**src/rtl/uart_pkg.sv**
```systemverilog
// Shared encodings and elaboration-time helpers for the UART transmitter.
package uart_pkg;

    localparam int unsigned PAR_NONE = 0;
    localparam int unsigned PAR_ODD  = 1;
    localparam int unsigned PAR_EVEN = 2;

    typedef enum logic [2:0] {
        ST_IDLE  = 3'd0,
        ST_START = 3'd1,
        ST_DATA  = 3'd2,
        ST_PAR   = 3'd3,
        ST_STOP  = 3'd4
    } state_t;

    // Phase-accumulator increment: (BAUD_RATE << ACC_WIDTH) / CLK_FREQ, truncated.
    function automatic logic [63:0] calc_inc(input int unsigned clk_freq,
                                             input int unsigned baud_rate,
                                             input int unsigned acc_width);
        return (64'(baud_rate) << acc_width) / 64'(clk_freq);
    endfunction

endpackage

```
**src/rtl/uart_tx_fifo_sync_fifo.sv**
```systemverilog
// Synchronous FIFO with registered full/empty flags and fall-through read data.
module sync_fifo #(
    parameter int unsigned WIDTH = 8,
    parameter int unsigned DEPTH = 16
) (
    input  logic                     clk,
    input  logic                     reset,
    input  logic                     wr_en,
    input  logic [WIDTH-1:0]         wr_data,
    input  logic                     rd_en,
    output logic [WIDTH-1:0]         rd_data,
    output logic                     full,
    output logic                     empty,
    output logic [$clog2(DEPTH):0]   count
);

    localparam int unsigned AW = $clog2(DEPTH);
    localparam int unsigned CW = AW + 1;

    logic [WIDTH-1:0] mem [DEPTH];
    logic [AW-1:0]    wr_ptr;
    logic [AW-1:0]    rd_ptr;
    logic [CW-1:0]    count_nxt;
    logic             wr_ok;
    logic             rd_ok;

    assign wr_ok   = wr_en & ~full;
    assign rd_ok   = rd_en & ~empty;
    assign rd_data = mem[rd_ptr];

    // Occupancy after this cycle's write/pop; simultaneous write and pop cancel.
    always_comb begin
        count_nxt = count;
        case ({wr_ok, rd_ok})
            2'b10:   count_nxt = count + 1'b1;
            2'b01:   count_nxt = count - 1'b1;
            default: count_nxt = count;
        endcase
    end

    // Pointers, count and registered flags.
    always_ff @(posedge clk or negedge reset) begin
        if (!reset) begin
            wr_ptr <= '0;
            rd_ptr <= '0;
            count  <= '0;
            full   <= 1'b0;
            empty  <= 1'b1;
        end else begin
            if (wr_ok) wr_ptr <= wr_ptr + 1'b1;
            if (rd_ok) rd_ptr <= rd_ptr + 1'b1;
            count <= count_nxt;
            full  <= (count_nxt == CW'(DEPTH));
            empty <= (count_nxt == '0);
        end
    end

    // Storage array; contents need no reset since the flags gate every read.
    always_ff @(posedge clk) begin
        if (wr_ok) mem[wr_ptr] <= wr_data;
    end

endmodule

```
**src/rtl/uart_tx_fifo.sv**
```systemverilog
// UART transmitter toward the FTDI bridge with a write FIFO and configurable frame format.
module uart_tx_fifo
    import uart_pkg::*;
#(
    parameter int unsigned CLK_FREQ   = 50_000_000,
    parameter int unsigned BAUD_RATE  = 115_200,
    parameter int unsigned ACC_WIDTH  = 32,
    parameter int unsigned DATA_BITS  = 8,
    parameter int unsigned PARITY     = 0,
    parameter int unsigned STOP_BITS  = 1,
    parameter int unsigned FIFO_DEPTH = 16
) (
    input  logic                          clk,
    input  logic                          reset,
    input  logic [DATA_BITS-1:0]          wr_data,
    input  logic                          wr_valid,
    output logic                          wr_ready,
    input  logic                          FTDI_DTR,
    output logic                          FTDI_RX,
    output logic                          busy,
    output logic [$clog2(FIFO_DEPTH):0]   fifo_count,
    output logic                          baud_tick
);

    localparam int unsigned     BCW     = $clog2(DATA_BITS);
    localparam logic [ACC_WIDTH-1:0] INC = ACC_WIDTH'(calc_inc(CLK_FREQ, BAUD_RATE, ACC_WIDTH));
    localparam bit              HAS_PAR = (PARITY != PAR_NONE);
    localparam bit              ODD_PAR = (PARITY == PAR_ODD);

    state_t                 state;
    state_t                 state_nxt;
    logic [DATA_BITS-1:0]   sh;
    logic [DATA_BITS-1:0]   sh_nxt;
    logic [BCW-1:0]         bit_cnt;
    logic [BCW-1:0]         bit_cnt_nxt;
    logic                   stop_cnt;
    logic                   stop_cnt_nxt;
    logic                   par_bit;
    logic                   par_nxt;
    logic                   rx_nxt;
    logic                   pop;
    logic                   can_pop;
    logic [ACC_WIDTH:0]     acc;
    logic [DATA_BITS-1:0]   fifo_rd;
    logic                   fifo_full;
    logic                   fifo_empty;

    assign wr_ready  = ~fifo_full;
    assign baud_tick = acc[ACC_WIDTH];
    assign can_pop   = ~fifo_empty & FTDI_DTR;

    sync_fifo #(
        .WIDTH (DATA_BITS),
        .DEPTH (FIFO_DEPTH)
    ) u_fifo (
        .clk     (clk),
        .reset   (reset),
        .wr_en   (wr_valid & wr_ready),
        .wr_data (wr_data),
        .rd_en   (pop),
        .rd_data (fifo_rd),
        .full    (fifo_full),
        .empty   (fifo_empty),
        .count   (fifo_count)
    );

    // Frame sequencing; a pop loads the shift register and latches the parity bit.
    always_comb begin
        state_nxt    = state;
        sh_nxt       = sh;
        bit_cnt_nxt  = bit_cnt;
        stop_cnt_nxt = stop_cnt;
        par_nxt      = par_bit;
        pop          = 1'b0;
        rx_nxt       = 1'b1;

        case (state)
            ST_IDLE: begin
                if (can_pop) begin
                    pop       = 1'b1;
                    sh_nxt    = fifo_rd;
                    par_nxt   = (^fifo_rd) ^ ODD_PAR;
                    state_nxt = ST_START;
                end
            end
            ST_START: begin
                if (baud_tick) begin
                    bit_cnt_nxt = '0;
                    state_nxt   = ST_DATA;
                end
            end
            ST_DATA: begin
                if (baud_tick) begin
                    sh_nxt = sh >> 1;
                    if (bit_cnt == BCW'(DATA_BITS - 1)) begin
                        stop_cnt_nxt = 1'b0;
                        state_nxt    = HAS_PAR ? ST_PAR : ST_STOP;
                    end else begin
                        bit_cnt_nxt = bit_cnt + 1'b1;
                    end
                end
            end
            ST_PAR: begin
                if (baud_tick) begin
                    stop_cnt_nxt = 1'b0;
                    state_nxt    = ST_STOP;
                end
            end
            ST_STOP: begin
                if (baud_tick) begin
                    if (stop_cnt == 1'(STOP_BITS - 1)) begin
                        if (can_pop) begin
                            pop       = 1'b1;
                            sh_nxt    = fifo_rd;
                            par_nxt   = (^fifo_rd) ^ ODD_PAR;
                            state_nxt = ST_START;
                        end else begin
                            state_nxt = ST_IDLE;
                        end
                    end else begin
                        stop_cnt_nxt = stop_cnt + 1'b1;
                    end
                end
            end
            default: state_nxt = ST_IDLE;
        endcase

        // Line level follows the state being entered so it lines up with that state.
        case (state_nxt)
            ST_START: rx_nxt = 1'b0;
            ST_DATA:  rx_nxt = sh_nxt[0];
            ST_PAR:   rx_nxt = par_nxt;
            default:  rx_nxt = 1'b1;
        endcase
    end

    // State, datapath and registered outputs; the accumulator runs only while a frame is active.
    always_ff @(posedge clk or negedge reset) begin
        if (!reset) begin
            state    <= ST_IDLE;
            sh       <= '0;
            bit_cnt  <= '0;
            stop_cnt <= 1'b0;
            par_bit  <= 1'b0;
            FTDI_RX  <= 1'b1;
            busy     <= 1'b0;
            acc      <= '0;
        end else begin
            state    <= state_nxt;
            sh       <= sh_nxt;
            bit_cnt  <= bit_cnt_nxt;
            stop_cnt <= stop_cnt_nxt;
            par_bit  <= par_nxt;
            FTDI_RX  <= rx_nxt;
            busy     <= (state_nxt != ST_IDLE);
            if (state_nxt != ST_IDLE) begin
                acc <= {1'b0, acc[ACC_WIDTH-1:0]} + {1'b0, INC};
            end else begin
                acc <= '0;
            end
        end
    end

endmodule

```
**config.mk**
```make
export PLATFORM = sky130hd
export DESIGN_NAME = uart_tx_fifo
export DESIGN_NICKNAME = d
export VERILOG_FILES = /design/src/rtl/uart_pkg.sv /design/src/rtl/uart_tx_fifo_sync_fifo.sv /design/src/rtl/uart_tx_fifo.sv
export SDC_FILE = /design/constraint.sdc
export NUM_CORES = 1
export LEC_CHECK = 0
export CORE_MARGIN = 3
export CORE_UTILIZATION = 54
export CTS_BUF_LIST = sky130_fd_sc_hd__clkbuf_4
export DETAILED_ROUTE_END_ITERATION = 8
export PLACE_DENSITY = 0.81
export SYNTH_ARGS = -nofsm -noshare
export SYNTH_HDL_FRONTEND = slang
export SYNTH_SLANG_ARGS = --single-unit
```
**constraint.sdc**
```tcl
create_clock -name clk -period 5 [get_ports clk]
set_clock_uncertainty 0.05 [all_clocks]
set_input_delay 1 -clock clk [delete_from_list [all_inputs] [get_ports clk]]
set_output_delay 1 -clock clk [all_outputs]
set_load 0.01 [all_outputs]
```
* After elaboration in Yosys (flattened, before gate mapping) *
Memory sizes are Yosys's and may differ from the RTL's.
Cells that the tools add are included.

storage, ports and cells
  bits of input ports = 12
  register bits = 66
  bits in writable memories = 128
  logic and storage cells = 93
  output and inout bits = 9
  memories = 1

cells by class
  reduce and logical (&&, ||, !) cells = 10
  mux-type cells = 37
  add/sub/neg operators = 7
  bitwise logic cells = 6
  equal/unequal tests = 18

memory list
  memory      depth  width  rd ports  clocked after Yosys merged registers in  wr ports  RTL line                      text
  u_fifo.mem  16     8      1         0                                        1         uart_tx_fifo_sync_fifo.sv:20  logic [WIDTH-1:0] mem [DEPTH];

operators by type and width
  cell                                               count
  adder 32 x 24 -> 33 bit (second input constant)    1
  two-way mux 33 bit                                 1
  two-way mux 8 bit                                  4
  two-way mux 3 bit                                  10
  one-hot mux 8 bit (3 select lines)                 1
  one-hot mux 3 bit (5 select lines)                 1
  two-way mux 1 bit                                  14
  != test 2 bit (second input constant)              7
  == test 3 x 2 -> 1 bit (second input constant)     4
  one-hot mux 5 bit (2 select lines)                 1
  nonzero test 3 bit                                 3
  adder 4 x 1 -> 4 bit (second input constant)       2
  AND reduction 4 bit                                2
  parity 8 bit                                       1
  == test 3 x 1 -> 1 bit (second input constant)     2
  == test 3 bit (second input constant)              2
  one-hot mux 1 bit (3 select lines)                 2
  one-hot mux 3 bit (2 select lines)                 1
  adder 5 x 1 -> 5 bit (second input constant)       1
  == test 5 bit (second input constant)              1
  zero test 5 bit                                    1
  AND reduction 5 bit                                1
  subtractor 5 x 1 -> 5 bit (second input constant)  1
  AND 1 bit                                          4
  other kinds (8)                                    10

* Longest topological paths before layout *
Gate-level depths: netlist of run 1.

  depth after elaboration = 10
  mapped depth = 14
  mapped depth without buffers = 14

* Hierarchy *
A second synthesis of run 1 with hierarchy kept.

unflattened totals
  cells, all modules = 525
  area total of the unflattened synthesis = 8294.2 um^2

by module, submodules not included
  module        instances  area an instance (um^2)  sequential area each (um^2)  cells an instance
  sync_fifo     1          5761.8                   4220.3                       276
  uart_tx_fifo  1          2532.4                   1202.4                       249

* Least setup slack after synthesis of run 1 *
Ideal clock, no wire load.

  kind = input -> register
  start = input FTDI_DTR
  end = register u_fifo.full
  stages = 14
  setup slack = 1597 ps
  path buffers = 0
  data required time = 4877 ps
  library setup time = 73 ps
  arrival time = 3280 ps
  cells stage by stage = nand2b_1 -> nor3_1 -> nand2_1 -> inv_1 -> ha_1 -> ha_1 -> a21o_1 -> a21oi_1 -> xor2_1 -> nor2_1 -> a21oi_1 -> inv_1 -> or4_1 -> nor2b_1

between the ends
  word-level cells in the longest chain between the ends = 9
  elaborated cells between the ends (all ways) = 10
  those cells by class = 3 x eq/ne; 5 x mux; 2 x bitwise

RTL lines
  item                                                            RTL line                                 text
  from (decl)                                                     uart_tx_fifo.sv:18                       input logic FTDI_DTR,
  AND 1 bit (*)                                                   uart_tx_fifo.sv:50                       assign can_pop = ~fifo_empty & FTDI_DTR;
  two-way mux 1 bit (*)                                           uart_tx_fifo.sv:79, uart_tx_fifo.sv:112
  two-way mux 1 bit                                               uart_tx_fifo.sv:111                      if (stop_cnt == 1'(STOP_BITS - 1)) begin
  two-way mux 1 bit                                               uart_tx_fifo.sv:110                      if (baud_tick) begin
  one-hot mux 1 bit (2 select lines) (*)                          uart_tx_fifo.sv:77                       case (state)
  AND 1 bit (*)                                                   uart_tx_fifo_sync_fifo.sv:28             assign rd_ok = rd_en & ~empty;
  named net u_fifo.rd_ok                                          uart_tx_fifo_sync_fifo.sv:25             logic rd_ok;
  == test 2 x 1 -> 1 bit / == test 2 bit (equally long branches)  uart_tx_fifo_sync_fifo.sv:34             case ({wr_ok, rd_ok})
  one-hot mux 5 bit (2 select lines) (*)                          uart_tx_fifo_sync_fifo.sv:34
  named net u_fifo.count_nxt[3]                                   uart_tx_fifo_sync_fifo.sv:23             logic [CW-1:0] count_nxt;
  == test 5 bit (*)                                               uart_tx_fifo_sync_fifo.sv:53             full <= (count_nxt == CW'(DEPTH));
  to (signal assigned)                                            uart_tx_fifo_sync_fifo.sv:53
  to (decl)                                                       uart_tx_fifo_sync_fifo.sv:12             output logic full,

Mark *: on every way through the listed nets, which the timed path passes. The rest lies on a longest branch.
A chain may end at the register's enable or synchronous reset.

* Worst setup path after layout of run 1 *
Same ends and word-level chain as after synthesis.

==> reports/results.tsv, run 1 <==
metric	value	unit
via_per_inst	5.95	
core	0.0146	mm2
report.final.slew_viol_count	0	
die_area	0.0165	mm2
p_int	2.38	mW
synth_top_family_by_area	multiplexers	
htree_levels	4	
dpl.hpwl	9870	um
ys_ff_latch	191	
antenna_found_initial	1	
synth_area	0.00810	mm2
critPathBufInv	3	
tightest_slew	904	ps
cts-root-buf	clkbuf_4	
outcome	completed	
cp.arrival	4330	ps
synth-simple-area-share	0.0784	
relSlewSlack	0.396	
clock_sinks	191	
clkSlewWorstSetupHoldPaths	170	ps
ys.flop_type	edfxtp_1	
syn_area_per_cell	15.4	um2
rows	44	
ys_types	50	
die_x	128	um
drc	0	
synth_async_sr_flop_share	0.330	
end_kind	flip-flop	
synth_area_leaders	edfxtp_1 (47%), dfrtp_1 (19%), mux4_2 (7.5%), xnor2_1 (2.5%), ha_1 (1.9%)	
portBuffers	20	
maxCapViolCount	0	
power_density	372	mW/mm2
num-nets-final	571	
hold_violations	0	
cts_inserted_buffers	17	
fmax	259	MHz
fillers	1042	
peakVddDrop	0.311	mV
die_y	128	um
postCtsSetupBuffers	0	
dr.first_iter.drc_count	388	
fin_crit_sh	0.771	
postSynthCellCount	526	
synth.top_cell.area_share	0.475	
switching_share	0.270	
seq_area_frac_synth	0.670	
cp-start-kind	primary input	
fin_crit	3860	ps
firstDrtPassIters	5	
crit_fanout	11	
grt_pass1_wl	24200	um
synth_compound_gate_area_share	0.0751	
grt_usage	0.195	
cp_cell_sequence	clkdlybuf4s50_1 > nand2b_1 > nor3_1 > nand2_1 > inv_1 > ha_1 > ha_1 > a21o_1 > a21oi_1 > xor2_1 > nor2_1 > a21oi_1 > inv_1 > or4_1 > nor2b_1	
wl	15200	um
comb_power_share	0.123	
synthMuxAreaShare	0.0927	
synth-xor-area-share	0.0433	
p_leak	3.18	nW
ios	21	
yosysTopAreaCell	edfxtp_1	
total_power	3.27	mW
start_util	0.555	
rsz0062_at_grt	false	
worstSetupPathType	in -> reg	
cp_slowest_stage_delay	560	ps
cts.path.max_buffers	2	
grt_max_degree	36	
vias	4425	
crit_family	simple AND/OR/NAND/NOR gates	
syn2layout_area_growth	8.32	%
finalSetupTns	0	ps
hold_buffers	0	
cp.required	5470	ps
post_route_cells_drive_above_1_share	0.136	
p_seq_frac	0.585	
clk_latency	590	ps
grt_overflow	0	
syn_nets	551	
grt_pass1_vias	4497	
min_path_type	in -> async	
antenna_left	0	
yosys.area_share.adder	0.0210	
wire_per_inst	20.4	um
p_sw	0.883	mW
power_frac_clock	0.292	
cpMaxStageDelayCell	or4_1	
place_congestion	0.757	
synth-edff-count	128	
cts_resized	0	
setup_viol	0	
synth_warnings	0	
cts_tree	yes	
==> flip-flops by register name, indices dropped and copies added, names as in the netlist, 3 cells and up <==
name           flops
acc               31
bit_cnt            3
sh                 8
state              3
u_fifo.count       5
u_fifo.mem       128
u_fifo.rd_ptr      4
u_fifo.wr_ptr      4
==> layout make-up <==
class	instances	area (um2)	area share
multi-input cells	304	2520	0.287
well taps	184	230	0.0263
flip-flops and latches	191	5430	0.619
clock buffers	17	128	0.0146
diodes	1	2.50	0.000285
repair buffers	23	218	0.0248
inverters	9	33.8	0.00385
clock inverters	15	215	0.0245
==> metal layers <==
metal,global-route usage,up-vias,wire [um]
met2,0.325,114,7980
met1,0.257,2263,6280
met3,0.0411,24,649
met5,0,-,0
met4,0.0662,0,269
li1,-,2024,-
==> worst reg2reg max path, cell delays in order, from the launching register on <==
cell and delay, ps:
dfstp_2 590, nand2b_1 180, nor3_1 80, nand2_1 300, inv_1 180, ha_1 320
ha_1 300, a21o_1 170, a21oi_1 160, xor2_1 170, nor2_1 50, a21oi_1 110
inv_1 60, or4_1 560, nor2b_1 130
==> stage by stage <==
step | area [um2] | utilization | instances | hold WS, ps | worst slack (ps)
2_1_floorplan | 8100 | - | 526 | 406 | 1600
3_3_place_gp | 8420 | 0.577 | 711 | 426 | 684
3_5_place_dp | 8420 | 0.577 | 711 | 439 | 552
4_1_cts | 8770 | 0.601 | 743 | 366 | 1180
5_1_grt | 8770 | 0.601 | 744 | 375 | 940
6_report | 8770 | 0.601 | 744 | 373 | 1140
==> path summary, 6_finish.rpt <==
kind | slack [ps] | depth (start not counted) | start | end
worst min-delay path | 370 | 1 | reset | acc[22]
max in group asynchronous | 3610 | 2 | reset | u_fifo.empty
min in group clk | 460 | 1 | acc[2] | acc[2]
worst max-delay path | 1140 | 15 | FTDI_DTR | u_fifo.full
worst max register to register | 1530 | 14 | u_fifo.empty | u_fifo.full
worst min register to register | 460 | 1 | acc[2] | acc[2]
==> power groups by stage <==
stage / Clock [mW] / Sequential, mW / Combinational [mW]
6_report: 0.952 / 1.91 / 0.402
5_1_grt: 1.03 / 1.92 / 0.442
4_1_cts: 0.968 / 1.91 / 0.409
3_5_place_dp: 0 / 1.95 / 0.408
3_3_place_gp: 0 / 1.94 / 0.385
2_1_floorplan: 0 / 1.93 / 0.235
==> cells in the final DEF, fill, tap and decap left out, types with 12 or more instances in the layout <==
cell type        count
a21oi_1             21
a22oi_1             12
and2_1              18
clkbuf_4            17
clkdlybuf4s50_1     19
dfrtp_1             59
edfxtp_1           128
ha_1                12
mux4_2              27
nand2_1             32
nor2_1              38
o21ai_0             21
xnor2_1             23
xor2_1              17
==> Yosys cell counts (9+ instances only) <==
master and number:
nor2_1 38, nor2b_1 10, xor2_1 17, inv_1 9
a21oi_1 21, xnor2_1 23, mux4_2 27, nand2_1 32
edfxtp_1 128, clkbuf_1 13, dfrtp_1 61, o21ai_0 21
and2_1 18, ha_1 12, a22oi_1 12
==> cells by family (layout without fill, tap and decap cells) <==
logic type / Yosys count / after routing
buffers and inverters: 31 / 64
DFF: 191 / 191
and+or+nand+nor: 130 / 130
muxes: 33 / 33
xor gates and xnor gates: 40 / 40
other: 0 / 1
adders and majority gates: 13 / 13
AOI/OAI and AO/OA: 88 / 88
No activity file was read; power rests on OpenSTA's default activity.
==> run 2: changes to the inputs <==
PLACE_DENSITY = 0.84   (was 0.81)
clock period = 3.1 ns   (was 5 ns; I/O delays follow)
==> reports/results.tsv, run 2 (synthesis gave the netlist of run 1 again) <==
metric	value	unit	change
power_density	575	mW/mm2	was 372 mW/mm2
clock_sinks	191		unchanged
cp-start-kind	primary input		unchanged
fin_crit_sh	0.949		
syn2layout_area_growth	9.58	%	was 8.32%
min_path_type	in -> async		unchanged
worstSetupPathType	in -> reg		unchanged
largest_reg_flops	128		unchanged
hold_buffers	0		unchanged
critPathBufInv	3		unchanged
crit_family	simple AND/OR/NAND/NOR gates		unchanged
grt_overflow	0		unchanged
start_util	0.555		unchanged
die_area	0.0165	mm2	unchanged
dr.first_iter.drc_count	245		was 388
cp.arrival	3390	ps	was 4330 ps
p_leak	3.24	nW	was 3.18 nW
cts.path.max_buffers	2		unchanged
setup_viol	0		unchanged
wire_per_inst	19.9	um	was 20.4 um
portBuffers	20		unchanged
firstDrtPassIters	5		unchanged
antenna_left	0		unchanged
most-common-layout-cells	edfxtp_1 (128), dfrtp_1 (60), nor2_1 (38), nand2_1 (32), mux4_2 (27)		was edfxtp_1 (128), dfrtp_1 (59), nor2_1 (38), nand2_1 (32), mux4_2 (27)
largest-register	u_fifo.mem		unchanged
hold_violations	0		unchanged
post_route_cells_drive_above_1_share	0.157		was 0.136
die_y	128	um	unchanged
via_per_inst	5.92		was 5.95
grt_usage	0.197		was 0.195
report.final.slew_viol_count	0		unchanged
grt_max_degree	36		unchanged
maxCapViolCount	0		unchanged
cts-root-buf	clkbuf_4		unchanged
cpMaxStageDelayCell	or4_1		unchanged
mostFrequentLayoutCell	edfxtp_1		unchanged
end_kind	flip-flop		unchanged
fmax	340	MHz	
vias	4483		was 4425
core	0.0146	mm2	unchanged
cts_tree	yes		unchanged
crit_fanout	2		was 11
instances_no_fill	757		was 744
cp_slowest_stage_delay	540	ps	was 560 ps
grt_pass1_vias	4685		was 4497
total_power	5.10	mW	was 3.27 mW
drc	0		unchanged
num-nets-final	585		was 571
ios	21		unchanged
outcome	completed		unchanged
dpl.hpwl	10100	um	was 9870 um
rows	44		unchanged
dp.cells	725		was 711
reg_top3	u_fifo.mem (128), acc (31), sh (8)		unchanged
place_congestion	0.779		was 0.757
cp_cell_sequence	clkdlybuf4s50_1 > nand2b_4 > nor3_2 > nand2_1 > inv_1 > ha_1 > ha_1 > a21o_1 > a21oi_2 > xor2_1 > nor2_1 > a21oi_1 > inv_1 > or4_1 > nor2b_1		was clkdlybuf4s50_1 > nand2b_1 > nor3_1 > nand2_1 > inv_1 > ha_1 > ha_1 > a21o_1 > a21oi_1 > xor2_1 > nor2_1 > a21oi_1 > inv_1 > or4_1 > nor2b_1
place_area	0.00855	mm2	was 0.00842 mm2
clk_latency	570	ps	was 590 ps
place_ws	-473	ps	was 552 ps
grt_pass1_wl	24600	um	was 24200 um
tightest_slew	723	ps	was 904 ps
die_x	128	um	unchanged
cp.required	3550	ps	was 5470 ps
cts_inserted_buffers	17		unchanged
peakVddDrop	0.543	mV	was 0.311 mV
fin_crit	2940	ps	
clkSlewWorstSetupHoldPaths	170	ps	about the same
fin_area	0.00887	mm2	was 0.00877 mm2
setup_slack	157	ps	was 1140 ps
relSlewSlack	0.518		was 0.396
wl	15100	um	was 15200 um
antenna_found_initial	1		unchanged
utilization	0.608		was 0.601
htree_levels	4		unchanged
-- run 2: layout make-up --
| type | count | area (um2) |
|---|---|---|
| Fill cell | 1013 | 5720 |
| Sequential cell | 191 | 5420 |
| Multi-Input combinational cell | 304 | 2530 |
| Timing Repair Buffer | 37 | 348 |
| Tap cell | 184 | 230 |
| Clock inverter | 14 | 173 |
| Clock buffer | 17 | 128 |
| Inverter | 9 | 33.8 |
| Antenna cell | 1 | 2.50 |
-- run 2: per-layer routing --
metal  GRT usage  wire length (um)  vias up
met4      0.0905               394        0
met3      0.0448               621       31
met1       0.240              6170     2281
li1            -                 -     2055
met5           0                 0        -
met2       0.337              7900      116
-- run 2: path summary, 6_finish.rpt --
kind	from	endpoint	slack [ps]	cells after the start
setup / recovery	FTDI_DTR	u_fifo.full	160	15
hold / removal	reset	acc[9]	20	1
setup reg to reg	u_fifo.empty	u_fifo.full	210	14
hold reg to reg	acc[2]	acc[2]	460	1
max in group asynchronous	reset	FTDI_RX	2270	2
min in group clk	acc[2]	acc[2]	460	1
-- run 2: timing repair --
item                                    CTS  global route
endpoints found under the setup margin    0             2
gates resized for setup                   0             3
buffers inserted                          0             0
endpoints found under the hold margin     0             0
-- run 2: power breakdown --
part	total, mW	leakage (nW)	internal (mW)	switching [mW]
registers	3.08	1.93	2.97	0.111
clock network	1.36	0.156	0.439	0.916
logic	0.671	1.15	0.294	0.376
total	5.10	3.24	3.70	1.40
-- run 2: per-stage QoR --
| stage | TNS, ps | hold slack (ps) |
|---|---|---|
| 2_1_floorplan | 0 | 274 |
| 3_3_place_gp | -662 | 417 |
| 3_5_place_dp | -994 | 432 |
| 4_1_cts | 0 | 2.08 |
| 5_1_grt | -5.47 | 27.2 |
| 6_report | 0 | 24.2 |
==> run 3: changes to the inputs <==
CORE_MARGIN = 4   (was 3)
PLACE_DENSITY = 0.81   (was 0.84)
clock period = 3.3 ns   (was 3.1 ns; I/O delays follow)
==> reports/results.tsv, run 3 (synthesis gave the netlist of run 1 again) <==
metric	value	unit	change
via_per_inst	5.92		about the same
dr.first_iter.drc_count	348		was 245
cp-start-kind	primary input		unchanged
core	0.0146	mm2	unchanged
start_util	0.555		unchanged
p_int	3.53	mW	was 3.70 mW
firstDrtPassIters	5		unchanged
place_ws	-345	ps	was -473 ps
vias	4479		was 4483
postCtsSetupBuffers	0		unchanged
mostFrequentLayoutCell	edfxtp_1		unchanged
cts_inserted_buffers	17		unchanged
instances_no_fill	757		unchanged
most-common-layout-cells	edfxtp_1 (128), dfrtp_1 (60), nor2_1 (38), nand2_1 (32), mux4_2 (27)		unchanged
hold_buffers	0		unchanged
diodes	0		was 1
portBuffers	20		unchanged
die_x	130	um	was 128 um
fillers	1020		was 1013
grt_pass1_wl	24500	um	was 24600 um
grt_overflow	0		unchanged
comb_power_share	0.129		was 0.131
dp.cells	725		unchanged
maxCapViolCount	0		unchanged
cp.required	3770	ps	was 3550 ps
peakVddDrop	0.412	mV	was 0.543 mV
die_area	0.0170	mm2	was 0.0165 mm2
p_leak	3.24	nW	about the same
wire_per_inst	20.0	um	was 19.9 um
worstSetupPathType	in -> reg		unchanged
wl	15100	um	about the same
hold_violations	0		unchanged
setup_viol	0		unchanged
post_route_cells_drive_above_1_share	0.154		was 0.157
antenna_left	0		unchanged
reg_top3	u_fifo.mem (128), acc (31), sh (8)		unchanged
ios	21		unchanged
grt_pass1_vias	4542		was 4685
cts-root-buf	clkbuf_4		unchanged
fmax	330	MHz	
setup_slack	267	ps	was 157 ps
syn2layout_area_growth	9.06	%	was 9.58%
rsz0062_at_grt	false		
largest-register	u_fifo.mem		unchanged
end_kind	flip-flop		unchanged
p_seq_frac	0.600		was 0.603
power_density	546	mW/mm2	was 575 mW/mm2
switching_share	0.267		was 0.275
antenna_found_initial	0		was 1
place_congestion	0.828		was 0.779
crit_fanout	2		unchanged
startpoint	FTDI_DTR		unchanged
die_y	130	um	was 128 um
fin_crit	3030	ps	
relSlewSlack	0.378		was 0.518
clock_sinks	191		unchanged
min_path_type	in -> async		unchanged
grt_max_degree	36		unchanged
cts.path.max_buffers	2		unchanged
cp.arrival	3500	ps	was 3390 ps
dpl.hpwl	10100	um	about the same
largest_reg_flops	128		unchanged
cts_resized	0		unchanged
htree_levels	4		unchanged
report.final.slew_viol_count	0		unchanged
fin_crit_sh	0.919		
p_sw	1.29	mW	was 1.40 mW
outcome	completed		unchanged
drc	0		unchanged
num-nets-final	585		unchanged
rows	44		unchanged
cts_tree	yes		unchanged
r2r-start	u_fifo.empty		unchanged
clkSlewWorstSetupHoldPaths	150	ps	was 170 ps
grt_usage	0.192		was 0.197
power_frac_clock	0.271		was 0.266
clk_latency	590	ps	was 570 ps
tightest_slew	931	ps	was 723 ps
[run 3: cell types whose count changed in the layout (fill, tap and decap cells not counted), sizes merged]
cell | before | now
clkinvlp | 1 | 0
diode | 1 | 0
inv | 15 | 16
bufinv | 1 | 2
[run 3: area by class of cell]
class                           count  area (um2)  share of cell area
Clock inverter                     15         174              0.0197
Clock buffer                       17         128              0.0145
Inverter                            9        33.8             0.00383
Multi-Input combinational cell    304        2520               0.285
Timing Repair Buffer               37         323              0.0366
Sequential cell                   191        5420               0.614
Tap cell                          184         230              0.0261
[run 3: critical path, cell delays in order]
cell	delay, ps
clkdlybuf4s50_1	480
nand2b_1	80
nor3_1	220
nand2_1	120
inv_1	120
ha_1	190
ha_1	240
a21o_1	180
a21oi_1	160
xor2_1	150
nor2_1	50
a21oi_1	120
inv_1	60
or4_1	550
nor2b_1	130
[run 3: layer usage]
layer	track usage	wire length, um
met3	0.0500	757
met1	0.249	6330
met2	0.321	7810
met4	0.0629	227
met5	0	0
[run 3: stage by stage]
stage / total power, mW / hold slack [ps] / util / setup TNS, ps / instance area [um2]
global placement: 3.52 / 420 / 0.584 / -426 / 8530
CTS: 4.85 / 37.8 / 0.605 / 0 / 8830
detailed placement: 3.57 / 436 / 0.584 / -653 / 8530
finish: 4.82 / 64.0 / 0.605 / 0 / 8830
global route: 5.04 / 69.3 / 0.605 / 0 / 8830
floorplan: 3.28 / 314 / - / 0 / 8100
[run 3: path summary, 6_finish.rpt]
check	to	slack [ps]	depth (start not counted)
min in group clk	acc[2]	450	1
max reg2reg	u_fifo.full	360	14
max	u_fifo.full	270	15
min reg2reg	acc[2]	450	1
max in group asynchronous	FTDI_RX	2330	2
min	acc[20]	60	1
[run 3: power groups by stage]
stage          clock (mW)  combinational (mW)  sequential, mW
2_1_floorplan           0               0.356            2.92
3_3_place_gp            0               0.596            2.92
3_5_place_dp            0               0.622            2.94
4_1_cts              1.33               0.625            2.89
5_1_grt              1.45               0.677            2.91
6_report             1.31               0.620            2.89
